### src/rtl/serial_add_sub_if.sv
// serial_add_sub_if: operand/request and result bundle for the bit-serial add/sub unit
interface serial_add_sub_if #(parameter int WIDTH = 4);
   logic             start;
   logic [WIDTH-1:0] a;
   logic [WIDTH-1:0] b;
   logic             sub;
   logic             busy;
   logic             done;
   logic [WIDTH:0]   result;
   modport master (output start, a, b, sub, input busy, done, result);
   modport slave (input start, a, b, sub, output busy, done, result);
endinterface

### src/rtl/serial_add_sub.sv
// serial_add_sub: bit-serial adder/subtractor, one result bit per clock, LSB first
module serial_add_sub #(parameter int WIDTH = 4) (
   input logic            clk,
   input logic            rst_n,
   serial_add_sub_if.slave bus
);
   localparam int CW = $clog2(WIDTH + 1);
   localparam logic [CW-1:0] LAST = CW'(WIDTH);
   typedef enum logic [1:0] {IDLE, RUN, DONE} state_t;
   state_t state, nxt;
   logic [WIDTH:0] ra, rb, acc, res;
   logic [CW-1:0] cnt;
   logic op, cy, bb, s;
   // subtraction is A + ~B + 1: invert B per bit, carry starts at sub
   assign bb = rb[0] ^ op;
   assign s = ra[0] ^ bb ^ cy;
   always_comb begin
      nxt = state == RUN ? (cnt == LAST ? DONE : RUN) : (bus.start ? RUN : IDLE);
   end
   always_ff @(posedge clk or negedge rst_n) begin
      if (!rst_n) state <= IDLE;
      else state <= nxt;
   end
   always_ff @(posedge clk or negedge rst_n) begin
      if (!rst_n) begin
         ra <= '0;
         rb <= '0;
         acc <= '0;
         res <= '0;
         cnt <= '0;
         op <= 1'b0;
         cy <= 1'b0;
      end else if (state != RUN) begin
         if (bus.start) begin
            ra <= {1'b0, bus.a};
            rb <= {1'b0, bus.b};
            op <= bus.sub;
            cy <= bus.sub;
            cnt <= '0;
            acc <= '0;
         end
      end else begin
         ra <= {1'b0, ra[WIDTH:1]};
         rb <= {1'b0, rb[WIDTH:1]};
         cy <= (ra[0] & bb) | (ra[0] & cy) | (bb & cy);
         acc <= {s, acc[WIDTH:1]};
         cnt <= cnt + 1'b1;
         if (cnt == LAST) res <= {s, acc[WIDTH:1]};
      end
   end
   assign bus.busy = state == RUN;
   assign bus.done = state == DONE;
   assign bus.result = res;
endmodule

### src/flat_wrapper.sv
// flat-port wrapper written by rule: the top's interface ports become plain ports
module serial_add_sub_flat 
#(parameter int WIDTH = 4)
  (clk, rst_n, bus_start, bus_a, bus_b, bus_sub, bus_busy, bus_done, bus_result);
  serial_add_sub_if #(.WIDTH(WIDTH)) bus_i ();
  input logic clk;
  input logic rst_n;
  input wire logic [$bits(bus_i.start)-1:0] bus_start;
  input wire logic [$bits(bus_i.a)-1:0] bus_a;
  input wire logic [$bits(bus_i.b)-1:0] bus_b;
  input wire logic [$bits(bus_i.sub)-1:0] bus_sub;
  output wire logic [$bits(bus_i.busy)-1:0] bus_busy;
  output wire logic [$bits(bus_i.done)-1:0] bus_done;
  output wire logic [$bits(bus_i.result)-1:0] bus_result;
  assign bus_i.start = bus_start;
  assign bus_i.a = bus_a;
  assign bus_i.b = bus_b;
  assign bus_i.sub = bus_sub;
  assign bus_busy = bus_i.busy;
  assign bus_done = bus_i.done;
  assign bus_result = bus_i.result;
  serial_add_sub #(.WIDTH(WIDTH)) u_core (.clk(clk), .rst_n(rst_n), .bus(bus_i));
endmodule
### config.mk
export PLATFORM = sky130hd
export DESIGN_NAME = serial_add_sub_flat
export DESIGN_NICKNAME = d
export VERILOG_FILES = /design/src/rtl/serial_add_sub_if.sv /design/src/rtl/serial_add_sub.sv /design/src/flat_wrapper.sv
export SDC_FILE = /design/constraint.sdc
export NUM_CORES = 1
export LEC_CHECK = 0
export BUFFER_PORTS_ARGS = -buffer_cell sky130_fd_sc_hd__buf_4
export CAP_MARGIN = 20
export CORE_MARGIN = 8
export CORE_UTILIZATION = 30
export CTS_BUF_LIST = sky130_fd_sc_hd__clkbuf_4 sky130_fd_sc_hd__clkbuf_8
export DETAILED_ROUTE_END_ITERATION = 8
export PLACE_DENSITY = 0.53
export SLEW_MARGIN = 20
export SYNTH_ARGS = -nofsm -noshare
export SYNTH_HDL_FRONTEND = slang
export SYNTH_SLANG_ARGS = --single-unit
### constraint.sdc
create_clock -name clk -period 3.5 [get_ports clk]
set_input_delay 1.05 -clock clk [delete_from_list [all_inputs] [get_ports clk]]
set_output_delay 1.05 -clock clk [all_outputs]
set_load 0.01 [all_outputs]
==> summary.txt, run 1 <==
STA
  • Relative slew margins: 0.7856
  • Measured slew at the worst slew-check pin: 0.3217 ns
  • Clock Skew: 0.001869 ns
  • Setup Viol. Count Final: 0
  • Clock period minus worst slack: 2.470 ns
  • Setup TNS: 0 ns
  • Hold Fails Final Rpt: 0
  • Fin crit share: 0.7058
  • RSZ-0062 raised after global routing: no
  • Fmax: 404.8 MHz
  • Max Slew Vio Count: 0

Floorplan
  • Floorplan row count: 22
  • # IOs: 19
  • Core ar.: 3551 um2
  • Die W: 76.03 um
  • Initial Util: 0.3044
  • Die ar.: 5781 um2
  • Die height: 76.03 um

Logic synthesis
  • Share of the synthesized area in the top cell type: 0.5556
  • Synth Cell Area: 1081 um2
  • Mapped Cells: 95
  • Syn nets: 110
  • Ranking of synthesized cells by area: dfrtp_1 (56%), mux2i_1 (7.4%), o21ai_0 (6.0%), nand2_1 (5.9%), mux2_2 (4.2%)
  • Avg Cell Area, Syn: 11.38 um2
  • Yosys warns: 0
  • EDFF count, synth: 0
  • Post-synthesis sequential area ratio: 0.5556
  • Flops & latches, synth: 24
  • Ys flop type: dfrtp_1
  • FFs w/ async S/R, synth: 1.000
  • Dominant cell type by area after synthesis: dfrtp_1
  • Post-synth cell types: 23

Cells and area
  • Most frequent cells in the layout: dfrtp_1 (24), buf_4 (18), nand2_1 (17), o21ai_0 (13), mux2i_1 (8)
  • Layout area overhead: 17.48%
  • Most common cell after layout, fill and taps aside: dfrtp_1
  • Share of cells above drive strength 1: 0.2589
  • Final antenna diode count: 0
  • Fillcell total: 365
  • Final nets: 129

Power and ir drop
  • Worst vdd ir: 0.0003160 V
  • Sequential Power Share: 0.470
  • Clock power share: 0.116
  • Lkg Pwr: 0.6325 nW
  • Switch share: 0.3606
  • NetSw: 0.3520 mW
  • Comb pwr share: 0.414
  • Power Density: 768.6 nW/um2
  • Total internal power: 0.6242 mW
  • Design Power: 0.9761 mW

Critical path
  • Setup CP Type: flop to primary output
  • Slowest Stage Delay on Critical Path: 0.40 ns
  • Critical path peak fanout: 27
  • Worst Path Required: 2.45 ns
  • CP Launch Type: flop
  • CP bufs+invs: 2
  • CP top delay family: buffers and inverters
  • Slowest CP cell: dfrtp_1
  • Flop2flop setup slack: 2.03 ns
  • Arrival time worst endpoint: 1.42 ns
  • CP endpoint kind: primary output
  • Worst-path cell chain: nand2b_1, inv_4, buf_4

Detailed routing
  • DRC: 0
  • DR pass1 iterations: 4
  • DR WL/cell: 12.23 um
  • Initial DRC Count: 21
  • Via density: 4.306
  • Via count: 689
  • Routed WL: 1.956 mm
  • Post-DRT Antenna Nets: 0

Clocking
  • Post-CTS Hold Fix Bufs: 0
  • CTS Buf Count: 3
  • CTS tree: yes
  • Clock Sink Count: 24
  • Htree depth: 1
  • Clk_lat worst skew: 0.30 ns
  • Maximum buffer depth of the clock tree: 2
  • Postcts setup bufs: 0
  • Clock transition at the registers of the reported paths: 0.12 ns
  • CTS Root Cell: clkbuf_4
  • Resized Gates After CTS: 0

Placement
  • Dpl hpwl: 1.442 mm
  • Port-buffer cells: 18
  • Gpl congestion: 0.6661

Job
  • MaxCap Viol Count: 0

Global routing
  • Vias in the first global route: 740
  • Tot GR Track Use: 0.07071
  • Largest net degree at the start of global routing: 28
  • Total grt overflow: 0
  • Global-route wire length before repair: 3.367 mm
  • Initial antenna violation count: 0

Hold path
  • HP Class: flop to flop

Run status
  • Outcome: complete, no violations
stage by stage:
stage          setup slack, ns    util  instances  instance area, um2  hold slack (ns)
6_report                 1.030  0.3576        160                1270           0.4958
5_1_grt                 0.9025  0.3576        160                1270           0.5368
4_1_cts                 0.9963  0.3576        160                1270           0.5047
3_5_place_dp             1.362  0.3513        157                1247           0.4760
3_3_place_gp             1.395  0.3513        157                1247           0.4652
2_1_floorplan            1.557       -         95                1081           0.4492
synth_stat cells, types with 2 or more instances:
library cell	n
dfrtp_1	24
nand2_1	17
o21ai_0	13
mux2i_1	8
inv_1	6
mux2_2	4
nand3_1	3
a21oi_1	2
buf_2	2
ha_1	2
nor2_1	2
cell families after synthesis:
group	Yosys count	synth area share
compound gates	17	0.08565
xor+xnor	1	0.008103
fa+ha+maj	3	0.04166
buf+inv	11	0.05325
flops	24	0.5556
mux	14	0.1505
simple gates	25	0.1053
routing by layer:
layer	share of wire	track usage	vias up
li1	-	-	350
met1	0.51	0.08848	323
met2	0.43	0.1063	16
met3	0.064	0.03656	0
met4	0	0.01176	0
met5	0	0	-
path summary, 6_finish.rpt:
kind | start | to | cells after the start
setup / recovery | u_core.state[1] | bus_busy | 3
hold / removal | u_core.ra[1] | u_core.ra[0] | 2
setup reg to reg | u_core.state[1] | u_core.cnt[2] | 4
hold reg to reg | u_core.ra[1] | u_core.ra[0] | 2
max in group asynchronous | rst_n | u_core.rb[3] | 1
min in group asynchronous | rst_n | u_core.ra[1] | 1
layout make-up:
| type | instances | area (um2) | share of cell area |
|---|---|---|---|
| Timing Repair Buffer | 18 | 135.1 | 0.1064 |
| Inverter | 7 | 28.78 | 0.02266 |
| Clock buffer | 3 | 22.52 | 0.01773 |
| Tap cell | 48 | 60.06 | 0.04729 |
| Sequential cell | 24 | 600.6 | 0.4729 |
| Multi-Input combinational cell | 60 | 422.9 | 0.3330 |
registers in the layout (all words and copies together), names as in the netlist:
signal	count
u_core.state	2
u_core.ra	4
u_core.rb	4
u_core.cy	1
u_core.op	1
u_core.acc	4
u_core.bus.result	5
u_core.cnt	3
tightest hold or removal path: stages, from the launching register on:
cell,delay [ns]
dfrtp_1,0.36
nand2_1,0.05
o21ai_0,0.06
power groups by stage:
stage          sequential (mW)  combinational [mW]  clock (mW)
2_1_floorplan            0.463               0.298           0
3_3_place_gp             0.462               0.404           0
3_5_place_dp             0.467               0.416           0
4_1_cts                  0.460               0.416       0.122
5_1_grt                  0.473               0.462       0.136
6_report                 0.459               0.404       0.113
(Power assumes the default switching activity.)
==> run 2: changes to the inputs <==
Settings changed: ABC_AREA set to 1, PLACE_DENSITY 0.53 to 0.55.
Clock period 3.5 ns to 2.2 ns, I/O delays scaled along.
==> run 2 against run 1 <==
Net effect: sequential share of layout area is 1.3 points lower; combinational power is 78% higher; sequential power rose by 63%; clock-buffer cell count is the same.
==> summary.txt, run 2 <==
Clocking
  • Clock Sink Count: 24
  • CTS Buf Count: 3
  • Post-CTS Hold Fix Bufs: 0
  • Resized Gates After CTS: 0
  • Postcts setup bufs: 0
  • CTS Root Cell: clkbuf_8
  • Maximum buffer depth of the clock tree: 2
  • CTS tree: yes
  • Clock transition at the registers of the reported paths: 0.08 ns
  • Htree depth: 1
  • Clk_lat worst skew: 0.26 ns

STA
  • Setup TNS: 0 ns
  • Clock Skew: 0.005753 ns
  • Fmax: 608.2 MHz
  • Setup Viol. Count Final: 0
  • Hold Fails Final Rpt: 0
  • RSZ-0062 raised after global routing: no
  • Measured slew at the worst slew-check pin: 0.4225 ns
  • Max Slew Vio Count: 0
  • Relative slew margins: 0.7181
  • Clock period minus worst slack: 1.644 ns
  • Fin crit share: 0.7474

Cells and area
  • Share of cells above drive strength 1: 0.2000
  • Final antenna diode count: 0
  • Most frequent cells in the layout: nand2_1 (39), nand3_1 (30), dfrtp_1 (24), buf_4 (19), inv_1 (9)
  • Final nets: 157
  • Flip-flop count of the largest register after layout: 5
  • Layout area overhead: 18.52%
  • Final instance area: 1305 um2
  • Fin cells: 188
  • Most common cell after layout, fill and taps aside: nand2_1

Run status
  • Outcome: complete, no violations

Critical path
  • Critical path peak fanout: 3
  • Slowest Stage Delay on Critical Path: 0.42 ns
  • CP Launch Type: flop
  • CP bufs+invs: 2
  • Slowest CP cell: dfrtp_1
  • Reg2reg end: u_core.acc[4]
  • Worst-path cell chain: inv_2, nor2_4, buf_4
  • CP top delay family: flip-flops
  • Flop2flop setup slack: 0.83 ns
  • Register-to-Register Path Depth: 5
  • Arrival time worst endpoint: 0.98 ns
  • Worst Path Required: 1.54 ns
  • Setup CP Type: flop to primary output
  • CP endpoint kind: primary output
  • Worst R2R Start: u_core.op

Placement
  • Dpl hpwl: 1.690 mm
  • Placed Cells: 185
  • Port-buffer cells: 18
  • Gpl congestion: 0.7505
  • Post-place instance area: 1264 um2

Detailed routing
  • Topmost layer with routed signal wires: met4
  • DR pass1 iterations: 4
  • Routed WL: 2.287 mm
  • Wl on met1: 1.077 mm
  • Via count: 853
  • DRC: 0
  • Routed met2 length: 1.062 mm
  • Via density: 4.537
  • WL met3: 138 um
  • DR WL/cell: 12.16 um
  • Initial DRC Count: 19
  • Post-DRT Antenna Nets: 0

Floorplan
  • Floorplan row count: 22
  • Core ar.: 3606 um2
  • Die W: 76.58 um
  • # IOs: 19
  • Initial Util: 0.3053
  • Die height: 76.58 um
  • Die ar.: 5865 um2

Global routing
  • Global-route wire length before repair: 4.181 mm
  • Total grt overflow: 0
  • Vias in the first global route: 924
  • Tot GR Track Use: 0.08440
  • Largest net degree at the start of global routing: 28
  • Initial antenna violation count: 0

Logic synthesis
  • Top post-synthesis cells by count: nand2_1 (39), nand3_1 (30), dfrtp_1 (24), inv_1 (9), o21ai_0 (5)
  • Syn nets: 138
  • FFs w/ async S/R, synth: 1.000
  • Share of the synthesized area in the top cell type: 0.5455
  • Synth Cell Area: 1101 um2
  • EDFF count, synth: 0
  • Top-count cell post-synth: nand2_1
  • Yosys warns: 0
  • Mapped Cells: 123
  • Post-synthesis sequential area ratio: 0.5455
  • Dominant cell type by area after synthesis: dfrtp_1
  • Post-synth cell types: 16
  • Ranking of synthesized cells by area: dfrtp_1 (55%), nand3_1 (14%), nand2_1 (13%), inv_1 (3.1%), ha_1 (2.3%)
  • Ys flop type: dfrtp_1
  • Avg Cell Area, Syn: 8.952 um2
  • Flops & latches, synth: 24

Power and ir drop
  • Lkg Pwr: 0.6830 nW
  • Worst vdd ir: 0.0006245 V
  • Power Density: 1313 nW/um2

Hold path
  • HP Class: primary input to asynchronous set/reset pin

Job
  • MaxCap Viol Count: 0
==> run 2: cell count changes in the layout (fill, tap and decap cells not counted), sizes merged, moves of 2 or more <==
cell | before | now
a21oi | 2 | 0
inv | 7 | 11
mux2 | 5 | 0
mux2i | 9 | 0
nand2 | 17 | 40
nand3 | 3 | 30
o21ai | 13 | 5
==> run 2: how the worst max path moves through the flow <==
stage                     from       endpoint  cells after the start  slack (ns)
4_1_cts        u_core.state[0]       bus_busy                      3        0.55
5_1_grt        u_core.state[0]       bus_busy                      3        0.50
6_report       u_core.state[0]       bus_busy                      3        0.56
2_1_floorplan  u_core.state[0]       bus_busy                      3        0.82
3_3_place_gp         bus_start  u_core.acc[4]                      4        0.71
3_5_place_dp         bus_start  u_core.cnt[1]                      4        0.65
==> run 2: per-stage QoR <==
step           worst slack [ns]  hold WS, ns  power [mW]  utilization
2_1_floorplan            0.8214       0.3644       1.269            -
3_3_place_gp             0.7071       0.4590       1.439       0.3505
3_5_place_dp             0.6493       0.4671       1.478       0.3505
4_1_cts                  0.5467       0.2960       1.740       0.3619
5_1_grt                  0.5016       0.3042       1.877       0.3619
6_report                 0.5558       0.2892       1.713       0.3619
==> run 2: cells by family (layout without fill, tap and decap cells) <==
family / after synthesis / in the layout / synth area share
AOI/OAI and AO/OA: 5 / 5 / 0.02272
xor gates and xnor gates: 1 / 1 / 0.007956
adders and majority gates: 3 / 3 / 0.04091
buffers and inverters: 16 / 33 / 0.07387
DFF: 24 / 24 / 0.5455
and+or+nand+nor: 74 / 74 / 0.3091
==> run 2: power breakdown <==
| group | internal, mW | switching [mW] | total (mW) |
|---|---|---|---|
| sequential | 0.626 | 0.122 | 0.748 |
| combinational | 0.284 | 0.434 | 0.718 |
| clock | 0.122 | 0.125 | 0.247 |
| total | 1.03 | 0.681 | 1.71 |
==> run 2: layout make-up <==
type | instances | area [um2]
clock buffers | 3 | 41.29
fillers | 379 | 2301
inverters | 11 | 41.29
multi-input cells | 83 | 419.2
flip-flops and latches | 24 | 600.6
well taps | 48 | 60.06
repair buffers | 19 | 142.6
==> run 2: routing by layer <==
| metal | vias up | GRT usage |
|---|---|---|
| met3 | 2 | 0.02830 |
| met5 | - | 0 |
| met4 | 0 | 0.03269 |
| met1 | 405 | 0.1006 |
| li1 | 427 | - |
| met2 | 19 | 0.1362 |
